==> src/rtl/imem_loader.sv <==
// Program loader: receives a framed byte stream (LEN, 2N data bytes, CHK),
// writes 16-bit words into instruction memory and releases the core on a good checksum.
module imem_loader #(
    parameter int ADDR_W = 8,
    parameter int DATA_W = 16
) (
    input  logic              clk,
    input  logic              rstn,
    input  logic              byte_valid,
    input  logic [7:0]        byte_data,
    output logic              byte_ready,
    output logic              imem_we,
    output logic [ADDR_W-1:0] imem_addr,
    output logic [DATA_W-1:0] imem_wdata,
    output logic              core_rstn,
    output logic              load_done,
    output logic              load_err
);

    typedef enum logic [2:0] {
        ST_IDLE = 3'd0,
        ST_HI   = 3'd1,
        ST_LO   = 3'd2,
        ST_WR   = 3'd3,
        ST_CHK  = 3'd4,
        ST_RUN  = 3'd5
    } state_t;

    // A LEN byte of zero encodes a full 2^ADDR_W-word image.
    localparam logic [ADDR_W:0]   CNT_FULL = {1'b1, {ADDR_W{1'b0}}};
    localparam logic [ADDR_W:0]   CNT_ONE  = {{ADDR_W{1'b0}}, 1'b1};
    localparam logic [ADDR_W-1:0] ADDR_ONE = {{(ADDR_W-1){1'b0}}, 1'b1};

    state_t            state_r;
    logic [ADDR_W:0]   cnt_r;
    logic [ADDR_W-1:0] addr_r;
    logic [7:0]        sum_r;
    logic [7:0]        hi_r;
    logic              accept_s;

    function automatic logic [7:0] sum8(input logic [7:0] a, input logic [7:0] b);
        return a + b;
    endfunction

    assign accept_s = byte_valid && byte_ready;

    // Frame-parsing state machine with all outputs registered.
    always_ff @(posedge clk) begin
        if (!rstn) begin
            state_r    <= ST_IDLE;
            cnt_r      <= {(ADDR_W+1){1'b0}};
            addr_r     <= {ADDR_W{1'b0}};
            sum_r      <= 8'd0;
            hi_r       <= 8'd0;
            byte_ready <= 1'b1;
            imem_we    <= 1'b0;
            imem_addr  <= {ADDR_W{1'b0}};
            imem_wdata <= {DATA_W{1'b0}};
            core_rstn  <= 1'b0;
            load_done  <= 1'b0;
            load_err   <= 1'b0;
        end else begin
            case (state_r)
                ST_IDLE: begin
                    if (accept_s) begin
                        cnt_r    <= (byte_data == 8'd0) ? CNT_FULL : (ADDR_W+1)'(byte_data);
                        addr_r   <= {ADDR_W{1'b0}};
                        sum_r    <= byte_data;
                        load_err <= 1'b0;
                        state_r  <= ST_HI;
                    end
                end
                ST_HI: begin
                    if (accept_s) begin
                        hi_r    <= byte_data;
                        sum_r   <= sum8(sum_r, byte_data);
                        state_r <= ST_LO;
                    end
                end
                ST_LO: begin
                    if (accept_s) begin
                        imem_wdata <= {hi_r, byte_data};
                        imem_addr  <= addr_r;
                        imem_we    <= 1'b1;
                        byte_ready <= 1'b0;
                        sum_r      <= sum8(sum_r, byte_data);
                        state_r    <= ST_WR;
                    end
                end
                ST_WR: begin
                    imem_we    <= 1'b0;
                    byte_ready <= 1'b1;
                    addr_r     <= addr_r + ADDR_ONE;
                    cnt_r      <= cnt_r - CNT_ONE;
                    state_r    <= (cnt_r == CNT_ONE) ? ST_CHK : ST_HI;
                end
                ST_CHK: begin
                    if (accept_s) begin
                        if (sum8(sum_r, byte_data) == 8'd0) begin
                            byte_ready <= 1'b0;
                            core_rstn  <= 1'b1;
                            load_done  <= 1'b1;
                            state_r    <= ST_RUN;
                        end else begin
                            load_err <= 1'b1;
                            state_r  <= ST_IDLE;
                        end
                    end
                end
                ST_RUN: begin
                    byte_ready <= 1'b0;
                    core_rstn  <= 1'b1;
                    load_done  <= 1'b1;
                end
                default: begin
                    state_r    <= ST_IDLE;
                    byte_ready <= 1'b1;
                    imem_we    <= 1'b0;
                    core_rstn  <= 1'b0;
                    load_done  <= 1'b0;
                end
            endcase
        end
    end

endmodule
==> config.mk <==
export PLATFORM = sky130hd
export DESIGN_NAME = imem_loader
export DESIGN_NICKNAME = d
export VERILOG_FILES = /design/src/rtl/imem_loader.sv
export SDC_FILE = /design/constraint.sdc
export NUM_CORES = 1
export LEC_CHECK = 0
export ABC_CLOCK_PERIOD_IN_PS = 2200
export CORE_MARGIN = 1.5
export CORE_UTILIZATION = 29
export DETAILED_ROUTE_END_ITERATION = 16
export PLACE_DENSITY = 0.5
export SYNTH_ARGS = -nofsm -noshare
export SYNTH_HDL_FRONTEND = slang
export SYNTH_SLANG_ARGS = --single-unit
==> constraint.sdc <==
create_clock -name clk -period 2.2 [get_ports clk]
set_input_delay 0.33 -clock clk [delete_from_list [all_inputs] [get_ports clk]]
set_output_delay 0.33 -clock clk [all_outputs]
set_load 0.03 [all_outputs]
# Word level (Yosys, flattened, before mapping)
# Cells that the tools add are included.
# W data, S select, Z words.
[word_totals] register_bits=64 in_bits=11 output_inout_bits=29 elab_cells=78
[op_classes] add_sub_neg=3 n_eq_ne=13 n_mux=27 n_bitwise=4 n_reduce_logical=20
[op_table] op="$pmux W8 S2" count=2
[op_table] op="$mux W8" count=3
[op_table] op="$mux W3" count=6
[op_table] op="$mux W9" count=2
[op_table] op="$pmux W3 S6" count=1
[op_table] op="$pmux W9 S2" count=1
[op_table] op="$logic_not A8 Y1" count=2
[op_table] op="$ne A2 B2 Y1 const B" count=6
[op_table] op="$eq A9 B1 Y1 const B" count=1
[op_table] op="$sub A9 B1 Y9 const B" count=1
[op_table] op="$add A8 B1 Y8 const B" count=1
[op_table] op="$add A8 B8 Y8" count=1
[op_table] op="$mux W1" count=8
[op_table] op="$reduce_and A2 Y1" count=4
[op_table] op="$reduce_and A4 Y1" count=2
[op_table] op="$reduce_or A4 Y1" count=2
[op_table] op="$eq A3 B2 Y1 const B" count=2
[op_table] op="$eq A3 B3 Y1 const B" count=2
[op_table] op="$reduce_and A3 Y1" count=2
[op_table] op="$reduce_bool A2 Y1" count=3
[op_table] op="$reduce_and A5 Y1" count=1
[op_table] op="$not A1 Y1" count=4
[op_table] op="$pmux W1 S2" count=2
[op_table] op="$pmux W1 S4" count=1
[op_table] op="6 further kinds" count=7

# Depth between registers and ports, before layout
# Gate-level depths: netlist of the first run.
[depth] depth_word=5 mapped_depth=7 mapped_depth_nobuf=7

# Worst setup path before layout of the first run
# OpenSTA, ideal clock, no wires.
[synth_path] path_kind="input to register" start="input port byte_data[0]" end="register byte_ready" setup_ps=115 arrival_time_ps=2222 required_ps=2085 setup_slack_ps=-137 stages=7 n_path_buf=0 path_cell_list="ha_1 fa_1 a211o_2 nand4_1 o311ai_1 or4_4 a31o_1"
[synth_between] elab_chain_len=4
[synth_lines] item="from (decl)" line="10" source="input logic [7:0] byte_data,"
[synth_lines] item="$add A8 B8 Y8" line="42" source="return a + b;"
[synth_lines] item="$logic_not A8 Y1" line="99" source="if (sum8(sum_r, byte_data) == 8'd0) begin"
[synth_lines] item="$ne A2 B2 Y1 (no source line)"
[synth_lines] item="$reduce_and A4 Y1 (no source line)"
[synth_lines] item="to (signal assigned)" line="55" source="byte_ready <= 1'b1;"
[synth_lines] item="to (signal assigned)" line="100" source="byte_ready <= 1'b0;"
[synth_lines] item="to (signal assigned)" line="111" source="byte_ready <= 1'b0;"
[synth_lines] item="to (decl)" line="11" source="output logic byte_ready,"
# Every way passes these cells.
# A chain may end at the register's enable or synchronous reset.

# Final worst setup path of the first run
[layout_path] start="register sum_r[0]" end="register load_err"
[layout_between] elab_chain_len=4
[layout_lines] item="from (decl)" line="37" source="logic [7:0] sum_r;"
[layout_lines] item="from (signal assigned)" line="68" source="sum_r <= byte_data;"
[layout_lines] item="from (signal assigned)" line="76" source="sum_r <= sum8(sum_r, byte_data);"
[layout_lines] item="from (signal assigned)" line="86" source="sum_r <= sum8(sum_r, byte_data);"
[layout_lines] item="$add A8 B8 Y8" line="42"
[layout_lines] item="$logic_not A8 Y1" line="99"
[layout_lines] item="$ne A2 B2 Y1 (no source line)"
[layout_lines] item="$reduce_and A4 Y1 (no source line)"
[layout_lines] item="to (signal assigned)" line="61" source="load_err <= 1'b0;"
[layout_lines] item="to (signal assigned)" line="69" source="load_err <= 1'b0;"
[layout_lines] item="to (signal assigned)" line="105" source="load_err <= 1'b1;"
[layout_lines] item="to (decl)" line="17" source="output logic load_err"
# Every way passes these cells.

==> flow_metrics.env, run 1 <==
export IMPL_status="finished, violations left"
export IMPL_violations="setup timing"
export IMPL_cp_end_kind="flop"
export IMPL_drc_errors=0
export IMPL_hold_class="reg2reg"
export IMPL_ys_warnings_count=0
export IMPL_slew_headroom_pct=64.5
export IMPL_cp_max_fo=5
export IMPL_multiInputGateArea_um2=1730
export IMPL_grt_overflow=0
export IMPL_fillers=1051
export IMPL_critPathArrivalTime_ns=2.53
export IMPL_grt_setup_unrepaired="yes"
export IMPL_synth_edf_count=0
export IMPL_pre_cts_slack_ns=-0.649
export IMPL_port_buffers=39
export IMPL_peakVddDrop_mv=0.269
export IMPL_n_antenna_cell=0
export IMPL_cts_tree="built"
export IMPL_tightest_slew_ns=0.531
export IMPL_areaGrowthSynthToFinish_pct=35.0
export IMPL_fp_dieH_um=105
export IMPL_power_density_nw_per_um2=751
export IMPL_firstDrtPassIters=5
export IMPL_cp_slowest_cell="or4_4"
export IMPL_worstHoldPathCells=2
export IMPL_clock_sinks=64
export IMPL_crit_buf_inv=0
export IMPL_drive_gt1_share_pct=17.0
export IMPL_clk_pin_slew_worst_paths_ns=0.09
export IMPL_synth_seq_cells=64
export IMPL_synthTopCellsByCount="65 x nand2_1, 64 x dfxtp_1, 51 x a21oi_1"
export IMPL_worst_slack_ns=-0.0810
export IMPL_initialDrtViolationCount=142
export IMPL_yosysMostFrequentCell="nand2_1"
export IMPL_grt_usage_pct=16.0
export IMPL_dpl_hpwl_um=6210
export IMPL_fin_area_um2=4100
export IMPL_grt_pass1_vias=2716
export IMPL_antenna_found_initial=0
export IMPL_start_kind="flop"
export IMPL_total_power_uw=3080
export IMPL_seq_area_um2=1280
export IMPL_async_flop_share_pct=0
export IMPL_final_hold_viol_count=0
export IMPL_grt_max_degree=25
export IMPL_cts_made_buffers=9
export IMPL_h_tree_depth=3
export IMPL_avgRoutedWirePerCell_um=15.1
export IMPL_worstPathRequired_ns=2.45
export IMPL_seq_area_frac_synth_pct=42.2
export IMPL_crit_type="reg2reg"
export IMPL_synth_ff_type="dfxtp_1"
export IMPL_root_buffer="clkbuf_8"
export IMPL_antenna_left=0
export IMPL_ff2ff_setup_slack_ns=-0.08
export IMPL_routed_wl_um=8720
export IMPL_max_freq_ghz=0.438
export IMPL_synth_top_area_share_pct=42.2
export IMPL_yosysUniqueCellTypes=51
export IMPL_period_minus_slack_ns=2.28
export IMPL_cp_top_family="compound AO/OA/AOI/OAI gates"
export IMPL_max_stage_delay_ns=0.48
export IMPL_hold_buffers=0
export IMPL_finalClockSkew_ns=0.0150
export IMPL_io_pins=40
export IMPL_finalSetupViolCount=3
export IMPL_viasPerCell=4.99
export IMPL_min_delay_start="hi_r[5]"
export IMPL_endpoint="load_err"
export IMPL_syn_nets=392
export IMPL_die_w_um=105
export IMPL_dpl_cell_area_um2=3820
export IMPL_grt_pass1_wl_um=13800
export IMPL_num_rows=37
export IMPL_avgSynthCellArea_um2=8.20
export IMPL_reg2regPathDepth=7
export IMPL_period_share_pct=104
export IMPL_initial_utilization_pct=29.7
export IMPL_synth_area_leader_cell="dfxtp_1"
export IMPL_finalNetCount=459
export IMPL_synth_cells=370
export IMPL_path_cells="ha_4 -> fa_2 -> a211o_4 -> a21oi_2 -> o221ai_1 -> or4_4 -> a32o_1"
export IMPL_synth_area_um2=3040
export IMPL_drv_cap=0
export IMPL_final_max_slew_violation_count=0
export IMPL_routed_via_count=2884
export IMPL_cp_num_cells=7
export IMPL_clockBufferDepth=2
export IMPL_core_um2=10200
export IMPL_startpoint="sum_r[0]"
export IMPL_gp_congestion=0.816
export IMPL_reg2reg_to="load_err"
export IMPL_leakage_uw=0.00149
export IMPL_reg2reg_from="sum_r[0]"
export IMPL_die_area_um2=11100
export IMPL_synth_area_leaders="dfxtp_1 42%, a21oi_1 8.4%, nand2_1 8.0%"
export IMPL_clock_latency_ns=0.36
-- cell usage in the layout, fill, tap and decap left out, drive strengths merged, types with 3 or more instances in the layout --
| cell type | instances |
|---|---|
| a31oi | 8 |
| xor2 | 3 |
| clkdlybuf4s50 | 36 |
| nor3b | 3 |
| dlygate4sd2 | 3 |
| o22ai | 3 |
| o21ai | 13 |
| mux2 | 3 |
| o211ai | 4 |
| nand3 | 11 |
| buf | 35 |
| nand2 | 65 |
| a21oi | 52 |
| dfxtp | 64 |
| nor2b | 5 |
| o311ai | 4 |
| nor2 | 34 |
| mux2i | 11 |
| a211oi | 6 |
| nand2b | 5 |
| clkbuf | 9 |
| inv | 7 |
| nor3 | 8 |
| nand3b | 4 |
| ha | 10 |
-- cells by family after synthesis --
| logic type | share of synthesized area (%) |
|---|---|
| AOI/OAI and AO/OA | 21.2 |
| buffers and inverters | 3.09 |
| DFF | 42.2 |
| muxes | 4.74 |
| and+or+nand+nor | 23.1 |
| xor gates and xnor gates | 0.866 |
| adders and majority gates | 4.78 |
-- worst min path at each step --
stage / slack, ns / end
after global placement: 0.44 / imem_addr[5]
after floorplan: 0.43 / imem_wdata[8]
after CTS: 0.46 / imem_wdata[13]
after global routing: 0.46 / imem_wdata[12]
final: 0.45 / imem_wdata[13]
after detailed placement: 0.45 / imem_wdata[9]
-- what timing repair did --
item,in CTS,in global routing
resized for setup,8,4
pin swaps,3,4
buffers inserted,0,2
endpoints found under the setup margin,5,5
hold endpoints to repair,0,0
-- area by class of cell --
type                            instances  area share (%)
Sequential cell                        64            31.3
Clock inverter                          7            2.50
Multi-Input combinational cell        283            42.1
Clock buffer                            9            3.02
Inverter                                5           0.458
Tap cell                              136            4.15
Timing Repair Buffer                   74            16.5
-- report_power, final --
part           switching (uW)  leakage, uW  internal [uW]
Sequential               45.3     0.000520           1210
Combinational             348     0.000855            288
Clock                     533     0.000110            650
Total                     926      0.00149           2150
-- stage by stage --
stage | hold slack [ns] | instances | setup TNS (ns) | utilization (%)
finish | 0.448 | 578 | -0.202 | 40.1
global route | 0.461 | 578 | -0.480 | 40.1
CTS | 0.456 | 576 | -0.140 | 39.7
detailed placement | 0.447 | 560 | -3.81 | 37.3
global placement | 0.442 | 560 | -3.51 | 37.3
floorplan | 0.431 | 370 | -0.0257 | -
-- state kept, by name, indices dropped and copies added (netlist names) --
register	cells
addr_r	8
load_done	1
sum_r	8
byte_ready	1
imem_we	1
state_r	3
load_err	1
imem_wdata	16
imem_addr	8
hi_r	8
cnt_r	9
-- per-layer routing --
metal	share of wire [%]	wire, um	global-route usage (%)
met1	47	4110	20.8
met2	48	4160	26.5
met3	3.8	327	2.78
met4	1.4	121	5.58
met5	0	0	0
-- worst register-to-register path, cell delays in order (launching register included) --
cell and delay [ns]:
dfxtp_2 0.34, ha_4 0.16, fa_2 0.34, a211o_4 0.34, a21oi_2 0.16, o221ai_1 0.14, or4_4 0.48, a32o_1 0.23
No activity file was read; power rests on OpenSTA's default activity.
==> run 2: changes to the inputs <==
CAP_MARGIN = 20   (was default)
CORE_MARGIN = default   (was 1.5)
==> run 2 against run 1 <==
  * The flow still finishes with violations (setup timing)
  * First-iteration DRC count is 21% lower
  * Hold slack got worse by 0.0041 ns
  * Clock-buffer cell count up 1
  * Core utilization is 1.4 points higher
  * Worst setup slack got worse by 0.11 ns
  * Via count rose by 0.24%
  * Sequential power about the same
==> flow_metrics.env, run 2 (same netlist as run 1, synthesis figures left out) <==
export IMPL_worst_slack_ns=-0.191
export IMPL_grt_setup_unrepaired="yes"
export IMPL_finalClockSkew_ns=0.00697
export IMPL_core_um2=9950
export IMPL_dpl_hpwl_um=6020
export IMPL_routed_wl_um=8590
export IMPL_largest_registers="imem_wdata (16), cnt_r (9)"
export IMPL_gp_congestion=0.829
export IMPL_cts_made_buffers=9
export IMPL_cp_max_fo=5
export IMPL_hold_class="reg2reg"
export IMPL_fp_dieH_um=104
export IMPL_die_area_um2=10900
export IMPL_grt_pass1_wl_um=14100
export IMPL_routed_via_count=2891
export IMPL_fin_tns_setup_ns=-0.544
export IMPL_final_max_slew_violation_count=0
export IMPL_hold_buffers=0
export IMPL_crit_type="reg2reg"
export IMPL_grt_max_degree=33
export IMPL_initial_utilization_pct=30.5
export IMPL_clock_sinks=64
export IMPL_final_util_pct=41.5
export IMPL_switchingPower_uw=886
export IMPL_p_seq_share_pct=39.4
export IMPL_cp_end_kind="flop"
export IMPL_leakage_uw=0.00150
export IMPL_period_share_pct=109
export IMPL_h_tree_depth=3
export IMPL_antenna_left=0
export IMPL_mostFrequentLayoutCell="nand2_1"
export IMPL_drc_errors=0
export IMPL_status="finished, violations left"
export IMPL_seq_area_um2=1280
export IMPL_antenna_found_initial=0
export IMPL_io_pins=40
export IMPL_power_density_nw_per_um2=772
export IMPL_peakVddDrop_mv=0.470
export IMPL_finalNetCount=458
export IMPL_critPathArrivalTime_ns=2.62
export IMPL_intPower_uw=2300
export IMPL_tightest_slew_ns=0.555
export IMPL_holdWs_ns=0.444
export IMPL_clk_pin_slew_worst_paths_ns=0.08
export IMPL_regMostFlops="imem_wdata"
export IMPL_die_w_um=104
export IMPL_finalSetupViolCount=5
export IMPL_worstPathRequired_ns=2.43
export IMPL_largest_reg_flops=16
export IMPL_final_hold_viol_count=0
export IMPL_n_antenna_cell=0
export IMPL_fillers=999
export IMPL_period_minus_slack_ns=2.39
export IMPL_viasPerCell=5.04
export IMPL_grt_pass1_vias=2744
export IMPL_violations="setup timing"
export IMPL_firstDrtPassIters=4
export IMPL_p_sw_share_pct=27.8
export IMPL_root_buffer="clkbuf_8"
export IMPL_drive_gt1_share_pct=16.3
export IMPL_total_power_uw=3190
export IMPL_combinationalPowerShare_pct=20.3
export IMPL_clockBufferDepth=2
export IMPL_grt_overflow=0
export IMPL_slew_headroom_pct=62.9
export IMPL_avgRoutedWirePerCell_um=15.0
export IMPL_pre_cts_slack_ns=-0.628
export IMPL_drv_cap=0
export IMPL_p_clk_share_pct=40.2
export IMPL_multiInputGateArea_um2=1710
export IMPL_max_freq_ghz=0.418
export IMPL_grt_usage_pct=16.6
export IMPL_areaGrowthSynthToFinish_pct=36.0
export IMPL_num_rows=36
export IMPL_clock_latency_ns=0.34
export IMPL_port_buffers=39
export IMPL_start_kind="flop"
export IMPL_cts_tree="built"
export IMPL_initialDrtViolationCount=112
export IMPL_most_common_layout_cells="65 x nand2_1, 63 x dfxtp_1, 50 x a21oi_1, 37 x clkdlybuf4s50_1, 33 x nor2_1"
## run 2: cell type report
class                      count  share of cell area, %
multi-input combinational    283                   41.5
timing repair buffer          73                   16.9
tap                          133                   4.03
sequential                    64                   31.1
clock buffer                  10                   3.33
clock inverter                 6                   2.79
inverter                       5                  0.455
## run 2: path summary, 6_finish.rpt
path / cells after the start / start / endpoint / slack [ns]
worst max register to register: 7 / sum_r[0] / load_err / -0.19
worst max-delay path: 7 / sum_r[0] / load_err / -0.19
worst min-delay path: 2 / hi_r[3] / imem_wdata[11] / 0.44
worst min register to register: 2 / hi_r[3] / imem_wdata[11] / 0.44
## run 2: metrics by stage
stage | std cells | instance area [um2]
floorplan | 370 | 3060
global placement | 556 | 3830
detailed placement | 556 | 3830
CTS | 572 | 4100
global route | 574 | 4130
finish | 574 | 4130
## run 2: routing by layer
layer | part of all wire, % | GRT usage (%) | up-vias
li1 | - | - | 1454
met1 | 48 | 22.5 | 1364
met2 | 46 | 26.3 | 63
met3 | 4.3 | 2.82 | 10
met4 | 1.5 | 6.02 | 0
met5 | 0 | 0 | -
## run 2: critical path: stages, from the launching register on
cell and delay (ns):
dfxtp_2 0.33, ha_4 0.16, fa_2 0.35, a211o_4 0.35
a21oi_2 0.16, o221ai_1 0.12, or4_4 0.59, a32o_1 0.23
## run 2: power by group through the flow
stage	Combinational [uW]	Sequential, uW	Clock (uW)
3_3_place_gp	616	1280	0
2_1_floorplan	360	1290	0
5_1_grt	711	1270	1380
6_report	648	1260	1280
3_5_place_dp	618	1280	0
4_1_cts	632	1260	1320
## run 2: repair_timing
item,4_1_cts,5_1_grt
setup buffers,0,2
gates resized for setup,7,3
pin swaps,7,6
setup endpoints to repair,5,6
==> run 3: changes to the inputs <==
ABC_CLOCK_PERIOD_IN_PS = 2150   (was 2200)
CTS_CLUSTER_DIAMETER = 50   (was default)
clock period = 2.15 ns   (was 2.2 ns; I/O delays follow)
==> run 3 against run 2 <==
  * The run still ends with setup timing left
  * Worst setup slack better by 0.047 ns
  * Via count decreased by 0.21%
  * Critical path type unchanged
  * Wire length rose by 1.1%
  * Cell count shrank 0.17%
  * Sequential power about the same
  * Fmax up 4.2%
  * Flip-flop and latch count stayed put
  * Clock skew grew 0.0022 ns
  * Combinational power shrank 2%
==> flow_metrics.env, run 3 (same netlist as run 1, synthesis figures left out) <==
export IMPL_final_max_slew_violation_count=0
export IMPL_largest_reg_flops=16
export IMPL_worstPathRequired_ns=2.39
export IMPL_hold_class="reg2reg"
export IMPL_tightest_slew_ns=0.594
export IMPL_start_kind="flop"
export IMPL_n_antenna_cell=0
export IMPL_regMostFlops="imem_wdata"
export IMPL_finalClockSkew_ns=0.00920
export IMPL_initialDrtViolationCount=162
export IMPL_io_pins=40
export IMPL_fin_cells=573
export IMPL_path_cells="ha_4 -> fa_2 -> a211o_2 -> nand4_1 -> o311ai_2 -> or4_4 -> a32o_1"
export IMPL_firstDrtPassIters=5
export IMPL_grt_overflow=0
export IMPL_violations="setup timing"
export IMPL_drv_cap=0
export IMPL_grt_pass1_vias=2760
export IMPL_initial_utilization_pct=30.5
export IMPL_clock_latency_ns=0.34
export IMPL_most_common_layout_cells="65 x nand2_1, 63 x dfxtp_1, 49 x a21oi_1, 36 x clkdlybuf4s50_1, 33 x nor2_1"
export IMPL_root_buffer="clkbuf_8"
export IMPL_max_freq_ghz=0.436
export IMPL_cts_tree="built"
export IMPL_cp_end_kind="flop"
export IMPL_fin_tns_setup_ns=-0.382
export IMPL_cp_slowest_cell="or4_4"
export IMPL_grt_pass1_wl_um=14100
export IMPL_routed_via_count=2885
export IMPL_pre_cts_slack_ns=-0.663
export IMPL_clock_sinks=64
export IMPL_placedCellCount=556
export IMPL_final_util_pct=40.7
export IMPL_status="finished, violations left"
export IMPL_clockBufferDepth=2
export IMPL_port_buffers=39
export IMPL_core_um2=9950
export IMPL_grt_setup_unrepaired="yes"
export IMPL_die_area_um2=10900
export IMPL_leakage_uw=0.00148
export IMPL_routed_wl_um=8680
export IMPL_period_minus_slack_ns=2.29
export IMPL_power_density_nw_per_um2=770
export IMPL_die_w_um=104
export IMPL_antenna_left=0
export IMPL_avgRoutedWirePerCell_um=15.2
export IMPL_h_tree_depth=3
export IMPL_dpl_cell_area_um2=3790
export IMPL_mostFrequentLayoutCell="nand2_1"
export IMPL_slew_headroom_pct=60.3
export IMPL_drc_errors=0
export IMPL_viasPerCell=5.03
export IMPL_dpl_hpwl_um=6150
export IMPL_peakVddDrop_mv=0.308
export IMPL_grt_max_degree=27
export IMPL_worst_slack_ns=-0.144
export IMPL_max_stage_delay_ns=0.58
export IMPL_critPathArrivalTime_ns=2.53
export IMPL_fp_dieH_um=104
export IMPL_antenna_found_initial=0
export IMPL_num_rows=36
export IMPL_cp_top_family="compound AO/OA/AOI/OAI gates"
export IMPL_areaGrowthSynthToFinish_pct=33.3
export IMPL_crit_buf_inv=0
export IMPL_clk_pin_slew_worst_paths_ns=0.08
export IMPL_largest_registers="imem_wdata (16), cnt_r (9)"
export IMPL_crit_type="reg2reg"
export IMPL_gp_congestion=0.841
export IMPL_fin_area_um2=4050
export IMPL_cp_max_fo=5
export IMPL_cts_made_buffers=9
export IMPL_grt_usage_pct=16.5
export IMPL_final_hold_viol_count=0
export IMPL_drive_gt1_share_pct=16.1
export IMPL_finalNetCount=457
export IMPL_finalSetupViolCount=5
export IMPL_period_share_pct=107
[run 3: through the flow]
stage               total power (uW)  hold slack (ns)
floorplan                       1680            0.431
global placement                1920            0.442
detailed placement              1920            0.447
CTS                             3130            0.458
global route                    3270            0.473
finish                          3120            0.453
[run 3: power breakdown]
group | total (uW) | switching, uW | internal [uW]
Clock | 1190 | 526 | 667
Combinational | 634 | 351 | 283
Sequential | 1290 | 48.2 | 1240
Total | 3120 | 926 | 2190
[run 3: what timing repair did]
| item | in CTS | in global routing |
|---|---|---|
| pin swaps | 4 | 5 |
| gates resized for setup | 4 | 5 |
| hold buffers | 0 | 0 |
| endpoints found under the setup margin | 6 | 6 |
| buffers inserted | 1 | 0 |
[run 3: cell type report]
cell class | instances | area [um2]
clock buffers | 9 | 124
flip-flops and latches | 64 | 1280
multi-input cells | 283 | 1700
clock inverters | 7 | 104
inverters | 5 | 18.8
well taps | 133 | 166
fillers | 1017 | 5910
repair buffers | 72 | 651
[run 3: tightest hold or removal path, cell delays in order, from the launching register on]
cell	delay, ns
dfxtp_1	0.31
nand2_1	0.05
a21oi_1	0.05
[run 3: layer usage]
metal	GRT usage (%)	wire (um)	vias to the layer above
li1	-	-	1458
met1	21.9	4320	1367
met2	26.4	3950	43
met3	2.57	232	17
met4	6.53	188	0
met5	0	0	-
[run 3: final timing paths]
kind | from | to | slack [ns] | cells past startpoint
worst min-delay path | hi_r[0] | imem_wdata[8] | 0.45 | 2
worst min register to register | hi_r[0] | imem_wdata[8] | 0.45 | 2
worst max-delay path | sum_r[0] | load_err | -0.14 | 7
worst max register to register | sum_r[0] | load_err | -0.14 | 7
